## config.mk

```make
export PLATFORM = sky130hd
export DESIGN_NAME = jt6295_rom_arb
export DESIGN_NICKNAME = d
export VERILOG_FILES = /design/src/rtl/jt6295_rom_arb_pkg.sv /design/src/rtl/jt6295_rr_pick.sv /design/src/rtl/jt6295_rom_arb.sv
export SDC_FILE = /design/constraint.sdc
export NUM_CORES = 1
export LEC_CHECK = 0
export ABC_AREA = 1
export BUFFER_PORTS_ARGS = -buffer_cell sky130_fd_sc_hd__buf_2
export CAP_MARGIN = 20
export CORE_MARGIN = 10
export CORE_UTILIZATION = 50
export CTS_BUF_LIST = sky130_fd_sc_hd__clkbuf_4
export CTS_CLUSTER_DIAMETER = 80
export DETAILED_ROUTE_END_ITERATION = 10
export PLACE_DENSITY = 0.81
export SLEW_MARGIN = 30
export SYNTH_ARGS = -nofsm -noshare
export SYNTH_HDL_FRONTEND = slang
export SYNTH_SLANG_ARGS = --single-unit
```

## constraint.sdc

```tcl
create_clock -name clk -period 2.4 [get_ports clk]
set_input_delay 0 -clock clk [delete_from_list [all_inputs] [get_ports clk]]
set_output_delay 0 -clock clk [all_outputs]
set_load 0.01 [all_outputs]
```

## src/rtl/jt6295_rom_arb_pkg.sv

```systemverilog
// rtl/jt6295_rom_arb_pkg.sv - shared FSM encoding and slot-index width helper for the JT6295 ROM arbiter
package jt6295_rom_arb_pkg;

   typedef enum logic [1:0] {
      ST_IDLE   = 2'd0,
      ST_SETTLE = 2'd1,
      ST_WAIT   = 2'd2,
      ST_ACK    = 2'd3
   } arb_state_t;

   localparam int TOUT_W = 8;

   // Width of an owner/pointer index; voices decode the owner with the same value.
   function automatic int clog2(input int n);
      int r;
      r = 0;
      while ((1 << r) < n) r = r + 1;
      return r;
   endfunction

endpackage

```

## src/rtl/jt6295_rr_pick.sv

```systemverilog
// rtl/jt6295_rr_pick.sv - combinational circular priority picker starting at a rotating pointer
module jt6295_rr_pick #(
   parameter int N  = 4,
   parameter int PW = 3
) (
   input  logic [N-1:0]  i_req,
   input  logic [PW-1:0] i_ptr,
   output logic [N-1:0]  o_grant,
   output logic [PW-1:0] o_idx,
   output logic          o_any
);

   logic [2*N-1:0] w_dbl;
   logic [PW:0]    w_slot;

   // Rotating a doubled copy puts the pointer slot at bit 0; the lowest set bit wins.
   always_comb begin
      w_dbl  = {i_req, i_req} >> i_ptr;
      w_slot = '0;
      o_idx  = '0;
      o_any  = 1'b0;
      for (int j = N - 1; j >= 0; j--) begin
         if (w_dbl[j]) begin
            w_slot = {1'b0, i_ptr} + (PW+1)'(j);
            if (w_slot >= (PW+1)'(N)) w_slot = w_slot - (PW+1)'(N);
            o_idx = w_slot[PW-1:0];
            o_any = 1'b1;
         end
      end
      o_grant = o_any ? (N'(1) << o_idx) : '0;
   end

endmodule

```

## src/rtl/jt6295_rom_arb.sv

```systemverilog
// rtl/jt6295_rom_arb.sv - serialises control and voice byte reads onto one ROM port with round-robin and timeout
import jt6295_rom_arb_pkg::*;

module jt6295_rom_arb #(
   parameter int NCH       = 4,
   parameter int AW        = 18,
   parameter int CTRL_PRIO = 1,
   parameter int TOUT      = 255
) (
   input  logic              clk,
   input  logic              rst,
   input  logic              ctrl_req,
   input  logic [AW-1:0]     ctrl_addr,
   output logic              ctrl_ack,
   input  logic [NCH-1:0]    ch_req,
   input  logic [NCH*AW-1:0] ch_addr,
   output logic [NCH-1:0]    ch_ack,
   output logic [7:0]        dout,
   output logic [AW-1:0]     rom_addr,
   output logic              rom_cs,
   input  logic [7:0]        rom_data,
   input  logic              rom_ok,
   output logic              busy,
   output logic              tout_err
);

   localparam int NS = (CTRL_PRIO != 0) ? NCH : NCH + 1;
   localparam int SW = clog2(NCH + 1);

   arb_state_t        r_state, w_next;
   logic [AW-1:0]     r_rom_addr;
   logic              r_rom_cs;
   logic [7:0]        r_dout;
   logic              r_tout_err;
   logic [TOUT_W-1:0] r_cnt;
   logic [SW-1:0]     r_ptr;
   logic [NCH-1:0]    r_own_ch;
   logic              r_own_ctrl;
   logic [SW-1:0]     r_own_idx;

   logic [NS-1:0]     w_slot_req, w_grant;
   logic [SW-1:0]     w_idx, w_win_idx;
   logic              w_any, w_win_any, w_win_ctrl, w_tout;
   logic [NCH-1:0]    w_win_ch;
   logic [AW-1:0]     w_win_addr;

   jt6295_rr_pick #(.N(NS), .PW(SW)) u_pick (
      .i_req   (w_slot_req),
      .i_ptr   (r_ptr),
      .o_grant (w_grant),
      .o_idx   (w_idx),
      .o_any   (w_any)
   );

   // Control owns index NCH in both modes so ack decode and pointer wrap stay uniform.
   generate
      if (CTRL_PRIO != 0) begin : g_prio
         assign w_slot_req = ch_req;
         assign w_win_ctrl = ctrl_req;
         assign w_win_ch   = ctrl_req ? '0 : w_grant;
         assign w_win_idx  = ctrl_req ? SW'(NCH) : w_idx;
         assign w_win_any  = ctrl_req | w_any;
      end else begin : g_rot
         assign w_slot_req = {ctrl_req, ch_req};
         assign w_win_ctrl = w_grant[NCH];
         assign w_win_ch   = w_grant[NCH-1:0];
         assign w_win_idx  = w_idx;
         assign w_win_any  = w_any;
      end
   endgenerate

   always_comb begin
      w_win_addr = ctrl_addr;
      for (int k = 0; k < NCH; k++) begin
         if (w_win_ch[k]) w_win_addr = ch_addr[k*AW +: AW];
      end
   end

   assign w_tout = (r_cnt == TOUT_W'(TOUT));

   always_ff @(posedge clk or posedge rst) begin
      if (rst) r_state <= ST_IDLE;
      else     r_state <= w_next;
   end

   always_comb begin
      w_next = r_state;
      case (r_state)
         ST_IDLE:   if (w_win_any) w_next = ST_SETTLE;
         ST_SETTLE: w_next = ST_WAIT;
         ST_WAIT:   if (rom_ok || w_tout) w_next = ST_ACK;
         ST_ACK:    w_next = ST_IDLE;
         default:   w_next = ST_IDLE;
      endcase
   end

   always_ff @(posedge clk or posedge rst) begin
      if (rst) begin
         r_rom_addr <= '0;
         r_rom_cs   <= 1'b0;
         r_dout     <= 8'h00;
         r_tout_err <= 1'b0;
         r_cnt      <= '0;
         r_ptr      <= '0;
         r_own_ch   <= '0;
         r_own_ctrl <= 1'b0;
         r_own_idx  <= '0;
      end else begin
         case (r_state)
            ST_IDLE: if (w_win_any) begin
               r_rom_addr <= w_win_addr;
               r_rom_cs   <= 1'b1;
               r_cnt      <= '0;
               r_own_ch   <= w_win_ch;
               r_own_ctrl <= w_win_ctrl;
               r_own_idx  <= w_win_idx;
            end
            ST_WAIT: begin
               if (rom_ok) begin
                  r_dout   <= rom_data;
                  r_rom_cs <= 1'b0;
               end else if (w_tout) begin
                  r_dout     <= 8'h00;
                  r_tout_err <= 1'b1;
                  r_rom_cs   <= 1'b0;
               end else begin
                  r_cnt <= r_cnt + TOUT_W'(1);
               end
            end
            ST_ACK: begin
               // A prioritised control grant leaves the voice rotation untouched.
               if (!(r_own_ctrl && CTRL_PRIO != 0)) begin
                  if (r_own_idx == SW'(NS - 1)) r_ptr <= '0;
                  else                          r_ptr <= r_own_idx + SW'(1);
               end
            end
            default: ;
         endcase
      end
   end

   assign ch_ack   = (r_state == ST_ACK) ? r_own_ch : '0;
   assign ctrl_ack = (r_state == ST_ACK) && r_own_ctrl;
   assign busy     = (r_state != ST_IDLE);
   assign rom_addr = r_rom_addr;
   assign rom_cs   = r_rom_cs;
   assign dout     = r_dout;
   assign tout_err = r_tout_err;

endmodule

```

# ---- After elaboration in Yosys (flattened, before gate mapping)
# Cells that the tools add are included.
dict set report totals {
  inputBits 106
  wordCells 85
  ff_bits 49
}
dict set report classes {
  addsub 9
  shifts 2
  n_mux 34
  order_cmp 4
  bitwise 3
  reduce_logical 13
  eq_ne 10
}
# cell count
set op_table {}
lappend op_table {{$mux 18} 4}
lappend op_table {{$mux 8} 5}
lappend op_table {{$mux 3} 10}
lappend op_table {{$pmux 8 s2} 1}
lappend op_table {{$ge 4x3->1 const B} 3}
lappend op_table {{$mux 4} 3}
lappend op_table {{$sub 3x3->3 const B} 4}
lappend op_table {{$add 3x2->4 const B} 2}
lappend op_table {{$add 8x1->8 const B} 1}
lappend op_table {{$eq 8x8->1 const B} 1}
lappend op_table {{$ne 2x2->1 const B} 4}
lappend op_table {{$pmux 2 s4} 1}
lappend op_table {{$reduce_and 2->1} 4}
lappend op_table {{$shr 8x3->4} 1}
lappend op_table {{$mux 1} 7}
lappend op_table {{$reduce_and 3->1} 2}
lappend op_table {{$reduce_bool 2->1} 3}
lappend op_table {{$add 3x1->4 const B} 1}
lappend op_table {{$eq 2x2->1 const B} 2}
lappend op_table {{$mux 2} 2}
lappend op_table {{$reduce_and 4->1} 1}
lappend op_table {{$shl 1x3->4 const A} 1}
lappend op_table {{$add 3x1->3 const B} 1}
lappend op_table {{$eq 3x2->1 const B} 1}
lappend op_table {{other kinds (9)} 10}

# ---- Longest topological paths before layout
# Gate-level depths: netlist of run 1.
dict set report depth {
  ltp_word 14
  ltp_mapped 19
  depth_no_buf 18
}

# ---- Cells and area by module
# From an unflattened synthesis of run 1, not the netlist that was laid out.
dict set report unflattened {
  cells_unflattened 573
  hier_area_um2 3772.4
}
# mod n_inst cells_per_inst area_each_um2
set by_module_without_submodules {}
lappend by_module_without_submodules {jt6295_rom_arb 1 505 3387.0}
lappend by_module_without_submodules {jt6295_rr_pick 1 68 385.4}

# ---- Least setup slack after synthesis of run 1
# Ideal clock, no wire load.
dict set report synth_timing {
  kind {register -> register}
  startpoint {register r_ptr[0]}
  endpoint {register r_rom_addr[12] (netlist: rom_addr[12])}
  period_less_slack_ns 2.042
  t_arrival_ns 1.926
  required_time_ns 2.284
  slack_ns 0.358
  setup_ns 0.116
  path_stages_with_launch 16
  path_cell_list {dfrtp_1 inv_2 ha_1 a21oi_1 nand2_1 nand2_1 nand2_1 nand2_2 nand2_2 nor2_4 inv_2 buf_2 nor2_1 nor2_1 nand2_1 nand2_1}
}
dict set report synth_via {
  elab_chain_len 14
  elab_cells_between_ends 33
  cone_classes {add/sub (7); order compare (4); shift (2); mux (18); bitwise (1); reduce/logical (1)}
}
# element line_no
set synth_rtl {}
lappend synth_rtl {{from (decl)} jt6295_rom_arb.sv:36} ;# logic [SW-1:0] r_ptr;
lappend synth_rtl {{from (signal assigned)} jt6295_rom_arb.sv:134} ;# else r_ptr <= r_own_idx + SW'(1);
lappend synth_rtl {{$add 3x2->4} jt6295_rr_pick.sv:24} ;# w_slot = {1'b0, i_ptr} + (PW+1)'(j);
lappend synth_rtl {{$ge 4x3->1 / $sub 3x3->3 (equally long branches)} jt6295_rr_pick.sv:25} ;# if (w_slot >= (PW+1)'(N)) w_slot = w_slot - (PW+1)'(N);
lappend synth_rtl {{$mux 3} jt6295_rr_pick.sv:25}
lappend synth_rtl {{$mux 3 (4 in a row)} jt6295_rr_pick.sv:23} ;# if (w_dbl[j]) begin
lappend synth_rtl {{$shl 1x3->4} jt6295_rr_pick.sv:30} ;# o_grant = o_any ? (N'(1) << o_idx) : '0;
lappend synth_rtl {{$mux 4} jt6295_rr_pick.sv:30}
lappend synth_rtl {{$mux 4} jt6295_rom_arb.sv:60} ;# assign w_win_ch = ctrl_req ? '0 : w_grant;
lappend synth_rtl {{$mux 18 (4 in a row)} jt6295_rom_arb.sv:75} ;# if (w_win_ch[k]) w_win_addr = ch_addr[k*AW +: AW];
lappend synth_rtl {{to (signal assigned)} jt6295_rom_arb.sv:111} ;# r_rom_addr <= w_win_addr;
lappend synth_rtl {{to (decl)} jt6295_rom_arb.sv:31} ;# logic [AW-1:0] r_rom_addr;
# Several ways; a longest one is shown, not always the timed one.
# A chain may end at the register's enable or synchronous reset.

# ---- Final worst setup path of run 1
dict set report layout_timing {
  startpoint {register r_ptr[0]}
  endpoint {register r_rom_addr[2] (netlist: rom_addr[2])}
}
# Same word-level chain as after synthesis.

==> results of run 1 <==
## cell usage in the layout, fill, tap and decap left out, types with 11 or more instances in the layout
master                          Yosys  layout
sky130_fd_sc_hd__dfrtp_1           49      47
sky130_fd_sc_hd__inv_1             52      51
sky130_fd_sc_hd__o21ai_0           26      26
sky130_fd_sc_hd__nand3_1           58      58
sky130_fd_sc_hd__buf_2              6     139
sky130_fd_sc_hd__dlygate4sd3_1      0      54
sky130_fd_sc_hd__a21oi_1           18      18
sky130_fd_sc_hd__nor2_1            55      55
sky130_fd_sc_hd__nand2_1          177     177
sky130_fd_sc_hd__nand2_2           13      11
sky130_fd_sc_hd__nand3b_1          14      14
## where the power goes
part | leakage (nW) | internal, mW | switching [mW] | total [mW]
clock | 0.0361 | 0.129 | 0.274 | 0.403
sequential | 0.614 | 1.18 | 0.212 | 1.39
combinational | 2.12 | 1.61 | 2.88 | 4.49
## registers in the layout, indices dropped and copies added, names as in the netlist
register	cells
tout_err	1
r_state	2
r_own_ch	4
r_own_ctrl	1
r_cnt	8
r_own_idx	3
dout	8
r_ptr	3
rom_addr	18
rom_cs	1
## worst max-delay path: stages (launching register included)
cell                       delay [ns]
sky130_fd_sc_hd__dfrtp_2         0.48
sky130_fd_sc_hd__inv_4           0.12
sky130_fd_sc_hd__ha_4            0.21
sky130_fd_sc_hd__inv_1           0.05
sky130_fd_sc_hd__nand3_1         0.07
sky130_fd_sc_hd__nand2_1         0.07
sky130_fd_sc_hd__clkinv_1        0.05
sky130_fd_sc_hd__nand2_1         0.07
sky130_fd_sc_hd__nand2_2         0.10
sky130_fd_sc_hd__nor2_8          0.28
sky130_fd_sc_hd__buf_6           0.16
sky130_fd_sc_hd__nand3b_1        0.08
sky130_fd_sc_hd__nand2_1         0.06
sky130_fd_sc_hd__inv_1           0.04
sky130_fd_sc_hd__nand2_1         0.06
sky130_fd_sc_hd__nand2_1         0.08
sky130_fd_sc_hd__nand2_1         0.10
sky130_fd_sc_hd__nand2_1         0.05
## cell usage after synthesis
cell and instances:
sky130_fd_sc_hd__nor2_2 1, sky130_fd_sc_hd__dfrtp_1 49, sky130_fd_sc_hd__nor2_4 1, sky130_fd_sc_hd__clkinv_1 3, sky130_fd_sc_hd__nor2_8 1, sky130_fd_sc_hd__nor2_1 55, sky130_fd_sc_hd__ha_1 7, sky130_fd_sc_hd__nand3_2 2
sky130_fd_sc_hd__o21a_1 1, sky130_fd_sc_hd__nand3b_1 14, sky130_fd_sc_hd__inv_4 1, sky130_fd_sc_hd__nand2_2 13, sky130_fd_sc_hd__buf_2 6, sky130_fd_sc_hd__nor3_1 2, sky130_fd_sc_hd__nand3_1 58, sky130_fd_sc_hd__xor2_1 2
sky130_fd_sc_hd__a21oi_1 18, sky130_fd_sc_hd__nor4_1 1, sky130_fd_sc_hd__clkbuf_1 9, sky130_fd_sc_hd__o21ai_0 26, sky130_fd_sc_hd__o21bai_1 1, sky130_fd_sc_hd__inv_1 52, sky130_fd_sc_hd__buf_4 3, sky130_fd_sc_hd__nand2_1 177
sky130_fd_sc_hd__o31ai_1 1, sky130_fd_sc_hd__nand4_1 2, sky130_fd_sc_hd__nand2_4 2, sky130_fd_sc_hd__inv_2 5, sky130_fd_sc_hd__buf_6 4, sky130_fd_sc_hd__a31oi_1 1, sky130_fd_sc_hd__o21ai_1 2, sky130_fd_sc_hd__o211ai_1 1
## layer usage
metal	GRT usage	share of wire
met5	0	0
met3	0.0643	0.091
met4	0.110	0.036
met1	0.259	0.37
met2	0.400	0.50
## repair_timing
item | in CTS | in global routing
setup buffers | 0 | 4
hold buffers | 54 | 0
endpoints found under the setup margin | 0 | 19
gates resized for setup | 0 | 12
endpoints found under the hold margin | 74 | 0
## metrics by stage
step            util  hold slack [ns]  cells  setup TNS (ns)
6_report       0.726          0.00650    794               0
5_1_grt        0.726           0.0113    794        -0.00875
4_1_cts        0.707          0.00263    787               0
3_5_place_dp   0.618            0.116    725               0
3_3_place_gp   0.617            0.229    725               0
2_1_floorplan      -            0.145    521               0
## final cells by class
type,count,area share
Timing Repair Buffer,206,0.285
Multi-Input combinational cell,389,0.381
Clock buffer,6,0.00923
Clock inverter,2,0.00282
Inverter,61,0.0495
Sequential cell,49,0.252
Tap cell,80,0.0205
Antenna cell,1,0.000513
## kinds of logic after synthesis
family,count (synthesis),synth area share
buffers and inverters,83,0.106
flip-flops,49,0.359
XOR/XNOR,2,0.00513
adder cells (fa/ha/maj),7,0.0256
AO/OA/AOI/OAI,51,0.0780
AND/OR/NAND/NOR,329,0.426
## how the worst min path moves through the flow
stage	slack (ns)	from	to
after floorplan	0.14	rom_data[1]	dout[1]$_DFFE_PP0P_
after global placement	0.23	rom_data[1]	dout[1]$_DFFE_PP0P_
final	0.007	ctrl_addr[11]	rom_addr[11]$_DFFE_PP0P_
after global routing	0.01	ch_addr[65]	rom_addr[11]$_DFFE_PP0P_
after detailed placement	0.12	rst	rom_addr[10]$_DFFE_PP0P_
after CTS	0.003	ch_addr[65]	rom_addr[11]$_DFFE_PP0P_
==> parameters.txt, run 1 <==
Parameter                              Value

Worst hold path
  Classification of the worst-slack hold path    input pin to register
  Number of cells traversed by the worst hold path    7

Drt
  Total vias in the final route    4,128
  Number of vias per cell    5.20
  Wirelength per Cell    15.5 um
  Number of DRC violations after detailed routing    0
  Initial DRT Pass Iterations    5
  Wire length after detailed routing    12,300 um
  First-iteration detailed-routing DRC count    265
  Number of routed nets with antenna violations    0

Global route
  Number of global-route vias before repair    4,228
  Wire length of the first global-routing pass    19,500 um
  Number of antenna violations at the first check in global routing    1
  Total GRT Usage    0.232
  Remaining global-route overflow    0
  Pin count of the biggest net entering global routing    50

Yosys
  Syn nets    634
  Largest area contributor in the netlist    sky130_fd_sc_hd__dfrtp_1
  Fraction of post-synthesis cell area in the top cell type by area    0.359
  Syn. warnings    0
  Synth Instances    521
  Synth top area cells    sky130_fd_sc_hd__dfrtp_1, sky130_fd_sc_hd__nand2_1, sky130_fd_sc_hd__nand3_1, sky130_fd_sc_hd__nor2_1, sky130_fd_sc_hd__inv_1
  Flop and latch count out of synthesis    49
  Mean area per synthesized cell    6.56 um2
  Cell area after synthesis    3420 um2
  Distinct cells, synth    32
  Share of synthesized area occupied by flip-flops and latches    0.359

Setup path
  Origin of the critical flop-to-flop path    r_ptr[0]$_DFFE_PP0P_
  Critical Path Start Type    register
  Arrival time at the worst endpoint    2.51 ns
  Maximum fanout along the worst path    8
  Worst setup path end    rom_addr[2]$_DFFE_PP0P_
  Launching instance or port of the critical path    r_ptr[0]$_DFFE_PP0P_
  Crit path kind    register to register
  Reg-to-Reg End    rom_addr[2]$_DFFE_PP0P_
  Worst R2R Path Depth    17
  Critical path capture point type    register
  Required time reported for the critical path endpoint    2.69 ns
  Worst reg-to-reg setup slack    0.18 ns

Clock network
  Clock tree from TritonCTS    built
  TritonCTS buffer count    5
  Max H-tree Level    2
  CTS clock-pin slew for the worst setup and hold paths    0.14 ns
  Sink Count    49
  Clock insertion delay at the later pin of the skew report    0.39 ns
  Cell at the root of the clock tree    sky130_fd_sc_hd__clkbuf_4
  Maximum root-to-sink buffer count    2

Die
  Area of the die    10,500 um2
  Area inside the core boundary    6720 um2
  Initial Utilization    0.509
  Chip Width    103 um
  I/O pin count    140
  Total number of placement rows    30
  Die span in y    103 um

STA
  Rel. slew slack    0.606
  Number of endpoints with negative hold slack in the final report    0
  Final clock period utilization by the worst path    0.926
  Post-route minimum period    2.22 ns
  Number of max-slew violations in the final report    0
  Post-Route Skew    0.00673 ns
  Measured slew at the worst slew-check pin    0.592 ns
  Final setup fails    0
  Smallest setup slack after layout    0.179 ns
  F_max    0.450 GHz
  RSZ-0062 raised after global routing    yes

Finish
  Multi-input gate area in the final layout    1860 um2
  Fill cell instance count of the final layout    514
  Finished Cell Area    4880 um2
  Final #Nets    825
  Layout cell share with drive strength beyond 1    0.266
  Sequential cell area    1230 um2
  P&R area growth vs syn    42.8%

Power
  Worst voltage drop across the vdd grid    0.697 mV
  Pwr/cell area    1290 nW/um2
  Total power    6.28 mW
  Cell leakage power    2.77 nW

Place
  Detailed Place HPWL    8410 um
  Worst Setup Slack post-DPL    0.110 ns
  Number of buffer cells added on primary ports    139
  Post-place instance area    4150 um2
  Final RePlAce weighted congestion    0.927

Run status
  Status    completed

Run
  Number of max-cap violations    0
Power figures use the tool's default switching activity.
==> run 2: changes to the inputs <==
==> constraint.sdc (replaced) <==
create_clock -name clk -period 2.4 [get_ports clk]
set_input_delay 0.48 -clock clk [delete_from_list [all_inputs] [get_ports clk]]
set_output_delay 0.48 -clock clk [all_outputs]
set_load 0.01 [all_outputs]
==> run 2 against run 1 <==
Clock skew rose by 0.015 ns; global-route usage fell by 3.3 points; clock power is 2% higher; critical path type unchanged.
==> parameters.txt, run 2 (synthesis gave the netlist of run 1 again) <==
Parameter                              Value

Die
  I/O pin count    140
  Total number of placement rows    30
  Die span in y    103 um
  Initial Utilization    0.509
  Chip Width    103 um
  Area inside the core boundary    6720 um2
  Area of the die    10,500 um2

Global route
  Pin count of the biggest net entering global routing    28
  Total GRT Usage    0.199
  Number of antenna violations at the first check in global routing    0
  Number of global-route vias before repair    3,790
  Wire length of the first global-routing pass    17,100 um
  Remaining global-route overflow    0

STA
  RSZ-0062 raised after global routing    yes
  Final setup fails    0
  Number of endpoints with negative hold slack in the final report    0
  Measured slew at the worst slew-check pin    0.495 ns
  F_max    0.448 GHz
  Number of max-slew violations in the final report    0
  Post-Route Skew    0.0222 ns
  Total negative slack for setup checks    0 ns
  Final clock period utilization by the worst path    0.929
  Post-route minimum period    2.23 ns
  Rel. slew slack    0.669
  Tightest hold margin    0.0842 ns

Setup path
  Arrival time at the worst endpoint    2.57 ns
  Number of stages on the worst setup path    16
  Worst R2R Path Depth    16
  Launching instance or port of the critical path    r_ptr[0]$_DFFE_PP0P_
  Crit path top cell by count    sky130_fd_sc_hd__nand2_1
  Cell breakdown of the critical path    inv_4 -> ha_1 -> inv_1 -> nand3_1 -> nand2_1 -> clkinv_1 -> nand2_1 -> nand2_2 -> nor2_8 -> buf_12 -> nand2_4 -> nand3_1 -> nand2_1 -> nand2_1 -> nand2_1 -> nand2_1
  Maximum fanout along the worst path    19
  Largest delay contributor family on the critical path    simple AND/OR/NAND/NOR gates
  Worst reg-to-reg setup slack    0.17 ns
  Reg-to-Reg End    rom_addr[14]$_DFFE_PP0P_
  Delay of the slowest cell on the worst path    0.48 ns
  Buffering stage count on the worst path with inverters included    4
  Required time reported for the critical path endpoint    2.74 ns
  Critical path capture point type    register
  Crit path kind    register to register
  Critical Path Start Type    register
  Origin of the critical flop-to-flop path    r_ptr[0]$_DFFE_PP0P_
  Critical-path cell with the highest stage delay    sky130_fd_sc_hd__dfrtp_2

Drt
  Initial DRT Pass Iterations    4
  Number of DRC violations after detailed routing    0
  Wirelength per Cell    14.3 um
  Total vias in the final route    3,776
  Number of vias per cell    5.11
  Wire length after detailed routing    10,500 um
  First-iteration detailed-routing DRC count    158
  Number of routed nets with antenna violations    0

Clock network
  TritonCTS buffer count    5
  Clock tree from TritonCTS    built
  Maximum root-to-sink buffer count    2
  CTS clock-pin slew for the worst setup and hold paths    0.16 ns
  Clock insertion delay at the later pin of the skew report    0.39 ns
  Max H-tree Level    2
  Sink Count    49
  Cell at the root of the clock tree    sky130_fd_sc_hd__clkbuf_4

Place
  Final RePlAce weighted congestion    0.976
  Cell total after placement    728
  Detailed Place HPWL    8530 um
  Number of buffer cells added on primary ports    139

Finish
  Layout cell share with drive strength beyond 1    0.287
  P&R area growth vs syn    26.0%
  Most common cell after layout, fill and taps aside    sky130_fd_sc_hd__nand2_1
  Flip-flop count of the largest register after layout    18
  Final #Nets    771
  Fill cell instance count of the final layout    636
  Final std cells w/o fill    739
  Number of diodes    0
  Most frequent cells in the layout    sky130_fd_sc_hd__nand2_1, sky130_fd_sc_hd__buf_2, sky130_fd_sc_hd__nand3_1

Worst hold path
  Classification of the worst-slack hold path    input pin to asynchronous set/reset pin

Power
  Pwr/cell area    1390 nW/um2
  Cell leakage power    2.55 nW
  Worst voltage drop across the vdd grid    0.645 mV

Run status
  Status    completed

Run
  Number of max-cap violations    0
run 2: worst max path at each step:
| stage | endpoint |
|---|---|
| 4_1_cts | rom_addr[14]$_DFFE_PP0P_ |
| 6_report | rom_addr[14]$_DFFE_PP0P_ |
| 5_1_grt | rom_addr[0]$_DFFE_PP0P_ |
| 2_1_floorplan | rom_addr[12]$_DFFE_PP0P_ |
| 3_3_place_gp | rom_addr[14]$_DFFE_PP0P_ |
| 3_5_place_dp | rom_addr[14]$_DFFE_PP0P_ |
run 2: power by group:
part	internal [mW]	switching, mW	total, mW	leakage, nW
clock	0.121	0.290	0.411	0.0293
combinational	1.45	2.74	4.19	1.91
sequential	1.18	0.215	1.39	0.614
run 2: area by class of cell:
cell class	instances	area, um2	share of cell area
Timing Repair Buffer	152	826	0.192
Sequential cell	49	1230	0.285
Tap cell	80	100	0.0233
Inverter	61	239	0.0555
Clock buffer	5	37.5	0.00872
Clock inverter	3	26.3	0.00610
Multi-Input combinational cell	389	1850	0.429
run 2: metal layers:
metal  routed length [um]  track usage  vias up
met5                    0            0        -
met4                  216       0.0618        0
met3                  784       0.0516       18
met2                 5260        0.343      143
met1                 4270        0.235     1705
li1                     -            -     1910
run 2: worst reg2reg max path: stages, from the launching register on:
cell,delay [ns]
sky130_fd_sc_hd__dfrtp_2,0.48
sky130_fd_sc_hd__inv_4,0.08
sky130_fd_sc_hd__ha_1,0.31
sky130_fd_sc_hd__inv_1,0.06
sky130_fd_sc_hd__nand3_1,0.07
sky130_fd_sc_hd__nand2_1,0.07
sky130_fd_sc_hd__clkinv_1,0.05
sky130_fd_sc_hd__nand2_1,0.07
sky130_fd_sc_hd__nand2_2,0.10
sky130_fd_sc_hd__nor2_8,0.25
sky130_fd_sc_hd__buf_12,0.15
sky130_fd_sc_hd__nand2_4,0.13
sky130_fd_sc_hd__nand3_1,0.14
sky130_fd_sc_hd__nand2_1,0.07
sky130_fd_sc_hd__nand2_1,0.07
sky130_fd_sc_hd__nand2_1,0.06
sky130_fd_sc_hd__nand2_1,0.06
run 2: stage by stage:
| stage | worst slack [ns] | utilization | power [mW] | instance area (um2) |
|---|---|---|---|---|
| floorplan | 0.358 | - | 4.40 | 3420 |
| global placement | 0.159 | 0.620 | 5.26 | 4170 |
| detailed placement | 0.0671 | 0.620 | 5.37 | 4170 |
| CTS | 0.0547 | 0.630 | 5.79 | 4230 |
| global route | -0.00276 | 0.641 | 6.66 | 4300 |
| finish | 0.170 | 0.641 | 5.99 | 4300 |
run 2: timing repair:
| item | CTS | global route |
|---|---|---|
| buffers inserted | 0 | 3 |
| hold buffers | 0 | 0 |
| gates resized for setup | 0 | 11 |
| setup endpoints to repair | 0 | 21 |
==> run 3: changes to the inputs <==
ABC_CLOCK_PERIOD_IN_PS = 2000   (was default)
CORE_ASPECT_RATIO = 1.4   (was default)
CORE_UTILIZATION = 45   (was 50)
PLACE_DENSITY = 0.76   (was 0.81)
clock period = 2 ns   (was 2.4 ns; I/O delays follow)
==> run 3 against run 2 <==
The flow now finishes with violations (negative setup slack); non-clock buffer count grew 22; power grew 41%; clock skew shrank 0.0052 ns; register-to-register slack lost 0.27 ns; setup slack lost 0.27 ns; sequential power grew 19%; critical endpoint is now rom_addr[1]$_DFFE_PP0P_.
==> parameters.txt, run 3 (synthesis gave the netlist of run 1 again) <==
Parameter                              Value

STA
  RSZ-0062 raised after global routing    yes
  Tightest hold margin    0.00771 ns
  Post-route minimum period    2.10 ns
  F_max    0.476 GHz
  Rel. slew slack    0.686
  Total negative slack for setup checks    -1.11 ns
  Measured slew at the worst slew-check pin    0.467 ns
  Post-Route Skew    0.0169 ns
  Final clock period utilization by the worst path    1.05
  Number of endpoints with negative hold slack in the final report    0
  Number of max-slew violations in the final report    0
  Final setup fails    20
  Smallest setup slack after layout    -0.102 ns

Clock network
  TritonCTS buffer count    5
  Max H-tree Level    2
  CTS clock-pin slew for the worst setup and hold paths    0.17 ns
  Maximum root-to-sink buffer count    2
  Cell at the root of the clock tree    sky130_fd_sc_hd__clkbuf_4
  Sink Count    49
  Clock tree from TritonCTS    built
  Clock insertion delay at the later pin of the skew report    0.40 ns

Global route
  Remaining global-route overflow    0
  Number of global-route vias before repair    3,892
  Number of antenna violations at the first check in global routing    1
  Pin count of the biggest net entering global routing    50
  Total GRT Usage    0.184
  Wire length of the first global-routing pass    17,600 um

Finish
  Most common cell after layout, fill and taps aside    sky130_fd_sc_hd__nand2_1
  P&R area growth vs syn    39.8%
  Layout cell share with drive strength beyond 1    0.349
  Most frequent cells in the layout    sky130_fd_sc_hd__nand2_1, sky130_fd_sc_hd__buf_2, sky130_fd_sc_hd__nand3_1
  Final #Nets    794
  Final core utilization    0.649
  Flip-flop count of the largest register after layout    18

Die
  Die span in y    123 um
  Area of the die    11,500 um2
  Chip Width    93.6 um
  Initial Utilization    0.464
  Total number of placement rows    37
  Area inside the core boundary    7360 um2
  I/O pin count    140

Power
  Total power    8.47 mW
  Worst voltage drop across the vdd grid    0.996 mV
  Pwr/cell area    1770 nW/um2
  Cell leakage power    2.73 nW

Setup path
  Number of stages on the worst setup path    19
  Critical-path cell with the highest stage delay    sky130_fd_sc_hd__dfrtp_1
  Critical path capture point type    register
  Crit path kind    register to register
  Worst R2R Path Depth    19
  Buffering stage count on the worst path with inverters included    4
  Largest delay contributor family on the critical path    simple AND/OR/NAND/NOR gates
  Crit path top cell by count    sky130_fd_sc_hd__nand2_1
  Arrival time at the worst endpoint    2.40 ns
  Maximum fanout along the worst path    7
  Critical Path Start Type    register
  Cell breakdown of the critical path    buf_6 -> nand2_2 -> nand2_1 -> nand2_1 -> nand2_1 -> nand2_1 -> nand2_1 -> nand2_2 -> nand2_4 -> nor2_8 -> buf_12 -> buf_12 -> nand3b_1 -> nand2_1 -> inv_1 -> nand2_1 -> nand2_1 -> nand2_1 -> nand2_1
  Required time reported for the critical path endpoint    2.30 ns
  Delay of the slowest cell on the worst path    0.45 ns

Worst hold path
  Classification of the worst-slack hold path    input pin to asynchronous set/reset pin

Run status
  Violations in the final reports    negative setup slack
  Status    complete, but fails checks

Drt
  Number of DRC violations after detailed routing    0
  Wirelength per Cell    14.9 um
  First-iteration detailed-routing DRC count    248
  Initial DRT Pass Iterations    5
  Number of routed nets with antenna violations    0
  Number of vias per cell    5.11
  Total vias in the final route    3,983
  Wire length after detailed routing    11,600 um

Place
  Final RePlAce weighted congestion    0.895
  Number of buffer cells added on primary ports    139
  Detailed Place HPWL    8860 um

Run
  Number of max-cap violations    0
## run 3: cell types whose count changed in the layout (fill, tap and decap cells not counted), moves of 3 or more
cell,before,now
sky130_fd_sc_hd__nand3_1,58,54
sky130_fd_sc_hd__nand2_1,177,164
sky130_fd_sc_hd__buf_12,2,6
sky130_fd_sc_hd__buf_6,2,5
sky130_fd_sc_hd__nand2_4,3,9
sky130_fd_sc_hd__nand2_2,11,18
sky130_fd_sc_hd__buf_4,9,21
## run 3: worst reg2reg max path, stage by stage, from the launching register on
cell                       delay [ns]
sky130_fd_sc_hd__dfrtp_1         0.45
sky130_fd_sc_hd__buf_6           0.16
sky130_fd_sc_hd__nand2_2         0.09
sky130_fd_sc_hd__nand2_1         0.06
sky130_fd_sc_hd__nand2_1         0.07
sky130_fd_sc_hd__nand2_1         0.08
sky130_fd_sc_hd__nand2_1         0.06
sky130_fd_sc_hd__nand2_1         0.06
sky130_fd_sc_hd__nand2_2         0.09
sky130_fd_sc_hd__nand2_4         0.10
sky130_fd_sc_hd__nor2_8          0.13
sky130_fd_sc_hd__buf_12          0.14
sky130_fd_sc_hd__buf_12          0.12
sky130_fd_sc_hd__nand3b_1        0.08
sky130_fd_sc_hd__nand2_1         0.07
sky130_fd_sc_hd__inv_1           0.04
sky130_fd_sc_hd__nand2_1         0.05
sky130_fd_sc_hd__nand2_1         0.06
sky130_fd_sc_hd__nand2_1         0.06
sky130_fd_sc_hd__nand2_1         0.04
## run 3: final cells by class
type	instances	area [um2]
inverter	61	255
antenna	1	2.50
multi-input combinational	390	2020
tap	97	121
clock inverter	3	25.0
clock buffer	5	37.5
fill	628	2580
sequential	49	1230
timing repair buffer	174	1090
## run 3: repair_timing
action	CTS	global route
endpoints found under the setup margin	15	29
setup buffers	0	6
resized for setup	6	49
pin swaps	1	13
hold endpoints to repair	0	0
hold buffers	0	0
cloned	0	3
## run 3: stage by stage
step	setup WS, ns	instances	cell area (um2)
global placement	-0.00602	762	4370
global route	-0.272	780	4780
CTS	-0.0341	770	4450
detailed placement	-0.0254	762	4370
finish	-0.102	780	4780
floorplan	0.0178	521	3440
## run 3: path summary, 6_finish.rpt
path / end / start / slack (ns)
max in group asynchronous: rom_addr[1]$_DFFE_PP0P_ / rst / 1.74
worst max register to register: rom_addr[1]$_DFFE_PP0P_ / r_ptr[0]$_DFFE_PP0P_ / -0.10
min in group clk: dout[7]$_DFFE_PP0P_ / rom_data[7] / 0.22
worst min-delay path: rom_addr[8]$_DFFE_PP0P_ / rst / 0.008
worst min register to register: dout[5]$_DFFE_PP0P_ / dout[5]$_DFFE_PP0P_ / 0.49
worst max-delay path: rom_addr[1]$_DFFE_PP0P_ / r_ptr[0]$_DFFE_PP0P_ / -0.10
## run 3: routing by layer
layer,part of all wire,vias up,global-route usage
met1,0.38,1817,0.206
met2,0.52,183,0.320
met5,0,-,0
met4,0.024,0,0.0752
met3,0.076,24,0.0528
li1,-,1959,-
## run 3: where the power goes
part           switching, mW  internal (mW)
logic                   3.75           2.54
registers              0.255           1.41
clock network          0.374          0.144
